--- config.mk ---
export PLATFORM = sky130hd
export DESIGN_NAME = count_seq_ctrl
export DESIGN_NICKNAME = d
export VERILOG_FILES = /design/src/rtl/count_seq_ctrl_pkg.sv /design/src/rtl/count_seq_rom.sv /design/src/rtl/count_seq_ctrl.sv
export SDC_FILE = /design/constraint.sdc
export NUM_CORES = 1
export LEC_CHECK = 0
export BUFFER_PORTS_ARGS = -buffer_cell sky130_fd_sc_hd__buf_2
export CAP_MARGIN = 5
export CORE_MARGIN = 8
export CORE_UTILIZATION = 42
export DETAILED_ROUTE_END_ITERATION = 8
export SYNTH_ARGS = -nofsm -noshare
export SYNTH_HDL_FRONTEND = slang
export SYNTH_SLANG_ARGS = --single-unit
--- constraint.sdc ---
create_clock -name clk -period 3.26 [get_ports clk]
set_clock_uncertainty 0.05 [all_clocks]
set_input_delay 0.326 -clock clk [delete_from_list [all_inputs] [get_ports clk]]
set_output_delay 0.326 -clock clk [all_outputs]
set_load 0.02 [all_outputs]
--- src/rtl/count_seq_ctrl_pkg.sv ---
// Shared types and the fixed 14-entry value sequence for the counter sequencer.
package count_seq_pkg;

  typedef enum logic [2:0] {
    IDLE,
    LOAD,
    CHECK,
    DWELL,
    DONE,
    ERROR
  } state_t;

  localparam int         SEQ_LEN  = 14;
  localparam logic [3:0] LAST_IDX = 4'd13;

  // Packed with entry 0 in the least-significant nibble: 8,7,11,4,9,2,5,12,6,3,15,1,14,13.
  localparam logic [SEQ_LEN-1:0][3:0] SEQ = {
    4'd13, 4'd14, 4'd1, 4'd15, 4'd3, 4'd6, 4'd12,
    4'd5,  4'd2,  4'd9, 4'd4,  4'd11, 4'd7, 4'd8
  };

endpackage

--- src/rtl/count_seq_rom.sv ---
// Combinational lookup of the sequence table; out-of-range indices read as 0.
module count_seq_rom
  import count_seq_pkg::*;
(
  input  logic [3:0] idx,
  output logic [3:0] value
);

  always_comb begin
    value = 4'd0;
    if (idx <= LAST_IDX) value = SEQ[idx];
  end

endmodule

--- src/rtl/count_seq_ctrl.sv ---
// Walks a loadable 4-bit counter through the fixed sequence, verifying each load
// and dwelling between entries; reports done or a sticky error with the failing index.
module count_seq_ctrl
  import count_seq_pkg::*;
#(
  parameter int DWELL_CYCLES = 4,
  parameter bit LOOP         = 1'b0
) (
  input  logic       clk,
  input  logic       reset,
  input  logic       start,
  input  logic       abort,
  input  logic       pause,
  input  logic [3:0] cnt_value,
  output logic       cnt_load,
  output logic       cnt_enable,
  output logic [3:0] cnt_load_val,
  output logic       busy,
  output logic [3:0] seq_val,
  output logic       seq_valid,
  output logic       done,
  output logic       err,
  output logic [3:0] err_idx
);

  localparam logic [7:0] DWELL_RELOAD = 8'(DWELL_CYCLES - 1);

  state_t     state;
  logic [3:0] idx;
  logic [7:0] dwell;
  logic [3:0] rom_val;

  count_seq_rom u_rom (
    .idx   (idx),
    .value (rom_val)
  );

  always_ff @(posedge clk) begin
    if (reset) begin
      state     <= IDLE;
      idx       <= 4'd0;
      dwell     <= 8'd0;
      seq_val   <= 4'd0;
      seq_valid <= 1'b0;
      err_idx   <= 4'd0;
    end else begin
      seq_valid <= 1'b0;
      if (abort) begin
        state <= IDLE;
        idx   <= 4'd0;
        dwell <= 8'd0;
      end else begin
        case (state)
          IDLE: begin
            if (start) begin
              state <= LOAD;
              idx   <= 4'd0;
            end
          end
          LOAD: state <= CHECK;
          CHECK: begin
            // The counter captured rom_val at the end of LOAD, so it must read back now.
            if (cnt_value == rom_val) begin
              seq_valid <= 1'b1;
              seq_val   <= rom_val;
              dwell     <= DWELL_RELOAD;
              state     <= DWELL;
            end else begin
              err_idx <= idx;
              state   <= ERROR;
            end
          end
          DWELL: begin
            if (!pause) begin
              if (dwell != 8'd0) begin
                dwell <= dwell - 8'd1;
              end else if (idx != LAST_IDX) begin
                idx   <= idx + 4'd1;
                state <= LOAD;
              end else if (LOOP) begin
                idx   <= 4'd0;
                state <= LOAD;
              end else begin
                state <= DONE;
              end
            end
          end
          DONE: begin
            state <= IDLE;
            idx   <= 4'd0;
          end
          ERROR:   state <= ERROR;
          default: state <= IDLE;
        endcase
      end
    end
  end

  assign cnt_load     = (state == LOAD);
  assign cnt_enable   = (state == LOAD);
  assign cnt_load_val = (state == LOAD) ? rom_val : 4'd0;
  assign busy         = (state == LOAD) || (state == CHECK) || (state == DWELL);
  assign done         = (state == DONE);
  assign err          = (state == ERROR);

endmodule

Word level (Yosys, flattened, before mapping)
Memories as Yosys holds them, arrays and structs flattened. A register that Yosys moved wholly into a read port is not among the register bits. Cells that the tools add are included.

Flip-flop bits (word level): 24. Bits in read-only memories: 64. Input bits: 9. Output and inout port bits: 18. Logic and storage cells: 61. Memories kept: 1.

$add $sub $neg: 2. Magnitude comparators: 2. Equal/unequal tests: 13. Mux-type cells: 21. Bitwise logic cells: 3. Reduce and logical (&&, ||, !) cells: 13.

Memories: (no name shown) (depth 16, width 4, rd ports 1, clocked after memory_dff 1, wr ports 0, line count_seq_rom.sv:11) `if (idx <= LAST_IDX) value = SEQ[idx];`.

Operator list (count): 4-bit two-way mux (9); 8-bit two-way mux (3); 8-bit one-hot mux with 2 select lines (1); 3-bit two-way mux (5); 3-bit one-hot mux with 5 select lines (1); 2-bit inequality test (second input constant) (6); 4-bit one-hot mux with 3 select lines (1); 3-bit AND reduction (3); 8-bit nonzero test (1); 8-bit by 1-bit subtractor with 8-bit output (second input constant) (1); 3-bit by 2-bit == test with 1-bit output (second input constant) (2); 3-bit == test (second input constant) (2); 4-bit by 5-bit < comparator with 1-bit output (second input constant) (1); 5-bit AND reduction (1); 4-bit by 1-bit adder with 4-bit output (second input constant) (1); 4-bit == test (1); 4-bit less-or-equal comparator (second input constant) (1); 4-bit inequality test (second input constant) (1); 4-bit AND reduction (1); 3-bit by 1-bit == test with 1-bit output (second input constant) (1); 3-bit zero test (1); 1-bit inverter (3); 3-bit nonzero test (1); 3-bit OR reduction (1); other kinds (4) (5).

Longest topological paths before layout
Gate-level depths: netlist (run 1).

Depth after elaboration: 7. Depth in mapped cells: 11. Depth with buffers taken out: 11.

By module
Synthesis (run 1) repeated with hierarchy kept, for this count alone.

Cells, all modules: 190. Area, all modules: 1575.3 sq um.

By module, submodules not included: count_seq_ctrl (times used 1, cells an instance 163, area an instance 1388.8 sq um, seq. area each 480.5 sq um); count_seq_rom (times used 1, cells an instance 27, area an instance 186.4 sq um, seq. area each 0.0 sq um).

Least setup slack after synthesis (run 1)
Ideal clock, no wire load.

Path type: register to register. Start point: reg dwell[0]. End point: reg (tool-made name). Setup time: 0.115 ns. Arrival: 2.506 ns. Data required time: 3.095 ns. Setup slack: 0.590 ns. Cell stages (with the launch flop): 11. Buffers on the path: 0. Period minus slack after synthesis: 2.670 ns. Cells stage by stage: dfxtp_1 -> inv_1 -> ha_1 -> or4b_4 -> nor3_1 -> nand4_1 -> a21oi_1 -> inv_1 -> ha_1 -> or2_2 -> o21a_1.

RTL lines: start, declared (line count_seq_ctrl.sv:30) `logic [7:0] dwell;`; start signal, assigned (line count_seq_ctrl.sv:76) `dwell <= dwell - 8'd1;`.

==> impl_metrics.py, run 1 <==
metrics = {
    "outcome": {
        "status": "completed",
    },
    "setup_path": {
        "crit_path_start": "dwell[0]",
        "critical_path_class": "reg -> reg",
        "crit_fanout": 5,
        "r2r_start": "dwell[0]",
        "crit_path_max_incr_delay_ps": 510,
        "worstPathArrival_ps": 3120,
        "path_buf_inv": 2,
        "r2r_slack_ps": 280,
        "cpMaxStageDelayCell": "or4b_4",
        "cp_cell_sequence": "inv_1, ha_1, or4b_4, nor3_1, nand4_1, a21oi_1, inv_1, ha_1, or2_2, o21a_1",
        "crit_family": "simple AND/OR/NAND/NOR gates",
        "cp-end-kind": "register",
        "r2r_cells": 10,
        "start_kind": "register",
        "worst-path-stages": 10,
        "cp.required_ps": 3390,
    },
    "synthesis": {
        "synth_seq_cells": 28,
        "synth_most_common_cell": "dfxtp_1",
        "syn_area_per_cell_um2": 8.519,
        "synth_edf_count": 0,
        "synthesis.nets": 227,
        "synthesis.instances": 209,
        "synth_top_area_share_pct": 31.48,
        "ys_warn_count": 0,
        "synth.distinct_cells": 54,
        "syn_area_um2": 1780,
        "async_flop_share_pct": 0,
        "synth_area_leaders": "dfxtp_1 (31%), ha_1 (6.3%), nor2_1 (5.5%)",
        "ys.flop_type": "dfxtp_1",
        "seq_area_frac_synth_pct": 31.48,
        "synth_top_cells_by_count": "dfxtp_1 (28), nor2_1 (26), a21oi_1 (17)",
        "synth_area_leader_cell": "dfxtp_1",
    },
    "sta": {
        "tns_ps": 0,
        "worst_slew_pin_slew_ps": 654.9,
        "final.period_utilization_pct": 91.56,
        "grt_setup_unrepaired": "no",
        "maxSlewHeadroom_pct": 55.73,
        "maxSlewViolCount": 0,
        "hold_viol_final": 0,
        "setup_violations": 0,
        "period_minus_slack_ps": 2985,
        "max_freq_mhz": 335.0,
    },
    "floorplan": {
        "start_util_pct": 44.19,
        "ios": 27,
        "die_y_um": 81.11,
        "coreArea_um2": 4029,
        "dieArea_um2": 6579,
        "rows": 23,
        "dieWidth_um": 81.11,
    },
    "global_route": {
        "grt_overflow_total": 0,
        "grtUsageTotal_pct": 13.33,
        "grt_max_degree": 16,
        "grt_pass1_vias": 1435,
        "grt_pass1_wl_um": 7100,
        "antenna_found_initial": 0,
    },
    "final_layout": {
        "final_cell_area_um2": 2051,
        "antenna_cells": 0,
        "drive_above_1_share_pct": 23.43,
        "layout.nets": 258,
        "fillers": 397,
        "syn_to_final_growth_pct": 15.18,
    },
    "clocking": {
        "cts.root.buffer_cell": "clkbuf_8",
        "cts_tree": "done",
        "path_clk_slew_ps": 90,
        "cts_setup_buffers": 0,
        "hold_buffers": 0,
        "ctsResizeCount": 0,
        "h-tree-depth": 1,
        "cts_sinks": 28,
        "clk_latency_ps": 280,
        "numCtsBuffers": 3,
        "cts.path.max_buffers": 2,
    },
    "route": {
        "first_iter_violations": 142,
        "vias": 1634,
        "post_drt_wl_per_cell_um": 14.75,
        "drc": 0,
        "dr.pass1.iters": 4,
        "drt-total-wl_um": 4264,
        "routed_via_density": 5.654,
        "drtAntennaViolNets": 0,
    },
    "power": {
        "p_switching_mw": 0.1428,
        "combPwrFrac_pct": 8.7,
        "p_sw_share_pct": 23.24,
        "clock_power_share_pct": 35.3,
        "ir_drop_uv": 285.0,
        "intPower_mw": 0.4716,
        "p_leak_nw": 0.8263,
        "seq_power_share_pct": 56.0,
        "power_density_nw_per_um2": 299.6,
    },
    "place": {
        "io_buffer_count": 26,
        "placed_area_um2": 1996,
        "gp_congestion": 0.7769,
        "hpwl_um": 3195,
    },
    "hold_path": {
        "min_path_type": "in -> reg",
    },
    "flow_run": {
        "cap_viol_max_count": 0,
    },
}
==> placed cells by master, fill, tap and decap left out, drive strengths merged, types with 2 or more instances in the layout <==
master | netlist | routed
a311oi | 2 | 2
nor3 | 5 | 5
ha | 9 | 9
o211ai | 2 | 2
o21ai | 13 | 13
nor4 | 3 | 3
a211oi | 4 | 4
o31ai | 2 | 2
a21boi | 2 | 2
nor4bb | 4 | 4
nand2b | 4 | 4
nor4b | 2 | 2
mux2i | 5 | 5
nand2 | 10 | 10
or2 | 3 | 3
inv | 10 | 10
or3b | 4 | 4
or3 | 2 | 2
and3b | 2 | 2
clkbuf | 6 | 4
nand4 | 2 | 2
nor2 | 26 | 26
o311a | 2 | 2
dfxtp | 28 | 28
o32ai | 3 | 3
buf | 2 | 34
nand3 | 6 | 6
and4 | 2 | 2
a31oi | 5 | 5
a22oi | 2 | 2
xnor2 | 2 | 2
and2 | 6 | 6
a21oi | 18 | 18
==> kinds of logic after synthesis <==
logic type      share of synthesized area [%]
simple gates                            29.44
compound gates                          23.68
flops                                   31.48
buf+inv                                 4.216
fa+ha+maj                               6.325
mux                                     3.865
xor+xnor                               0.9840
==> power by group through the flow <==
stage / clock network (mW) / logic [mW] / registers, mW
final: 0.217 / 0.0532 / 0.344
after global routing: 0.243 / 0.0578 / 0.345
after detailed placement: 0 / 0.0527 / 0.352
after CTS: 0.228 / 0.0529 / 0.344
after global placement: 0 / 0.0533 / 0.352
after floorplan: 0 / 0.0310 / 0.352
==> worst min-delay path by stage <==
stage / start / end / slack, ps / cells after the start
finish: reset / seq_val[2] / 290 / 2
detailed placement: seq_val[2] / seq_val[2] / 390 / 2
global route: reset / seq_val[2] / 290 / 2
CTS: reset / seq_val[2] / 280 / 2
global placement: seq_val[2] / seq_val[2] / 390 / 2
floorplan: dwell[6] / dwell[6] / 410 / 2
==> area by class of cell <==
cell class / count / area, um2 / area share (%)
repair buffers: 34 / 190.2 / 9.274
clock buffers: 4 / 55.05 / 2.685
well taps: 50 / 62.56 / 3.051
flip-flops and latches: 28 / 560.5 / 27.33
inverters: 10 / 37.54 / 1.830
multi-input cells: 163 / 1145 / 55.83
==> metrics by stage <==
step	util [%]	power [mW]	worst slack, ps	hold WS, ps	instances
after floorplan	-	0.3826	589.8	410.1	209
after global placement	49.53	0.4055	427.1	387.7	285
after detailed placement	49.53	0.4048	296.5	392.4	285
after CTS	50.90	0.6253	279.2	283.7	289
after global routing	50.90	0.6458	58.06	290.9	289
final	50.90	0.6144	275.3	291.0	289
==> worst reg2reg max path, cell delays in order (launching register included) <==
cell and delay, ps:
dfxtp_1 350, inv_1 90, ha_1 160, or4b_4 510
nor3_1 310, nand4_1 170, a21oi_1 360, inv_1 110
ha_1 310, or2_2 310, o21a_1 160
==> layer usage <==
| layer | track usage, % | vias up | part of all wire [%] |
|---|---|---|---|
| met5 | 0 | - | 0 |
| met1 | 18.03 | 751 | 48 |
| li1 | - | 831 | - |
| met2 | 20.21 | 46 | 44 |
| met4 | 4.464 | 0 | 1.9 |
| met3 | 3.201 | 6 | 6.6 |
No activity file was read; power rests on OpenSTA's default activity.
==> run 2, diff against run 1 <==
==> constraint.sdc (replaced) <==
create_clock -name clk -period 2.6 [get_ports clk]
set_clock_uncertainty 0.05 [all_clocks]
set_input_delay 0.26 -clock clk [delete_from_list [all_inputs] [get_ports clk]]
set_output_delay 0.26 -clock clk [all_outputs]
set_load 0.02 [all_outputs]
==> impl_metrics.py, run 2 (same netlist as run 1, synthesis figures left out) <==
metrics = {
    "outcome": {
        "status": "completed",
    },
    "clocking": {
        "cts.root.buffer_cell": "clkbuf_8",
        "clk_latency_ps": 270,
        "cts_tree": "done",
        "cts.path.max_buffers": 2,
        "cts_sinks": 28,
        "h-tree-depth": 1,
        "path_clk_slew_ps": 90,
        "numCtsBuffers": 3,
        "hold_buffers": 0,
    },
    "final_layout": {
        "fin_util_pct": 55.47,
        "final_cell_mix": "buf_4 (30), dfxtp_1 (27), nor2_1 (26), buf_2 (26), a21oi_1 (16)",
        "syn_to_final_growth_pct": 25.51,
        "drive_above_1_share_pct": 31.42,
        "antenna_cells": 0,
        "layout.nets": 281,
        "fillers": 394,
        "layout_commonest_cell": "buf_4",
    },
    "route": {
        "routed_via_density": 5.469,
        "vias": 1701,
        "drtAntennaViolNets": 0,
        "drc": 0,
        "post_drt_wl_per_cell_um": 14.37,
        "dr.pass1.iters": 4,
        "first_iter_violations": 92,
        "drt-total-wl_um": 4469,
    },
    "flow_run": {
        "cap_viol_max_count": 0,
    },
    "setup_path": {
        "crit_fanout": 2,
        "path_buf_inv": 2,
        "start_kind": "register",
        "critical_path_class": "reg -> reg",
        "crit_family": "simple AND/OR/NAND/NOR gates",
        "cpMostUsedCell": "inv_1",
        "cp-end-kind": "register",
        "crit_path_max_incr_delay_ps": 480,
        "cp.required_ps": 2720,
        "cpMaxStageDelayCell": "or4b_4",
        "worstPathArrival_ps": 2610,
        "r2r_start": "dwell[0]",
        "r2r_slack_ps": 110,
        "r2r_cells": 10,
        "worst-path-stages": 10,
        "cp_cell_sequence": "inv_1, ha_2, or4b_4, nor3_4, nand4_1, a21oi_2, inv_1, ha_1, or2_4, o21a_1",
    },
    "sta": {
        "final.period_utilization_pct": 95.89,
        "fin_hold_ws_ps": 248.8,
        "setup_violations": 0,
        "setup_ws_ps": 106.9,
        "period_minus_slack_ps": 2493,
        "worst_slew_pin_slew_ps": 679.7,
        "max_freq_mhz": 401.1,
        "maxSlewViolCount": 0,
        "hold_viol_final": 0,
        "maxSlewHeadroom_pct": 54.05,
    },
    "global_route": {
        "grt_overflow_total": 0,
        "grtUsageTotal_pct": 13.90,
        "grt_max_degree": 15,
        "grt_pass1_wl_um": 7396,
        "grt_pass1_vias": 1525,
        "antenna_found_initial": 0,
    },
    "floorplan": {
        "die_y_um": 81.11,
        "dieWidth_um": 81.11,
        "ios": 27,
        "coreArea_um2": 4029,
        "start_util_pct": 44.19,
        "rows": 23,
        "dieArea_um2": 6579,
    },
    "hold_path": {
        "min_path_type": "in -> reg",
        "hold_path_end": "seq_val[1]",
        "min_path_cells": 2,
        "worstHoldStart": "reset",
    },
    "power": {
        "p_leak_nw": 0.9387,
        "ir_drop_uv": 150.3,
        "power_mw": 0.7356,
        "power_density_nw_per_um2": 329.2,
    },
    "place": {
        "io_buffer_count": 26,
        "hpwl_um": 3560,
        "dp_slack_ps": 2.806,
        "gp_congestion": 0.8224,
    },
}
run 2: timing repair:
item,in CTS,in global routing
setup endpoints to repair,1,3
gates resized for setup,1,6
pin swaps,0,6
buffers inserted,0,2
run 2: per-stage QoR:
stage | instance area [um2] | setup TNS, ps | instances
floorplan | 1784 | 0 | 209
global placement | 2157 | 0 | 306
detailed placement | 2157 | 0 | 306
CTS | 2203 | 0 | 309
global route | 2235 | -29.68 | 311
finish | 2235 | 0 | 311
run 2: area by class of cell:
type	count	area (um2)	share of cell area, %
clock buffers	3	41.29	1.848
inverters	10	37.54	1.680
multi-input cells	163	1165	52.13
flip-flops and latches	28	561.8	25.14
well taps	50	62.56	2.800
repair buffers	57	366.6	16.41
run 2: how the worst max path moves through the flow:
stage	from	endpoint	slack (ps)
floorplan	dwell[0]	register	4
global placement	dwell[0]	register	90
detailed placement	dwell[0]	register	3
CTS	dwell[0]	register	30
global route	dwell[0]	register	-30
finish	dwell[0]	register	110
run 2: per-layer routing:
metal | vias to the layer above | wire length, um | track usage [%]
met2 | 33 | 2093 | 22.53
met4 | 0 | 35 | 3.214
met1 | 790 | 2106 | 18.88
li1 | 873 | - | -
met3 | 5 | 234 | 2.097
met5 | - | 0 | 0
run 2: power breakdown:
group	internal [mW]	total (mW)	switching (mW)	leakage, nW
combinational	0.0300	0.0724	0.0424	0.691
clock	0.104	0.232	0.128	0.0216
sequential	0.430	0.431	0.00177	0.226
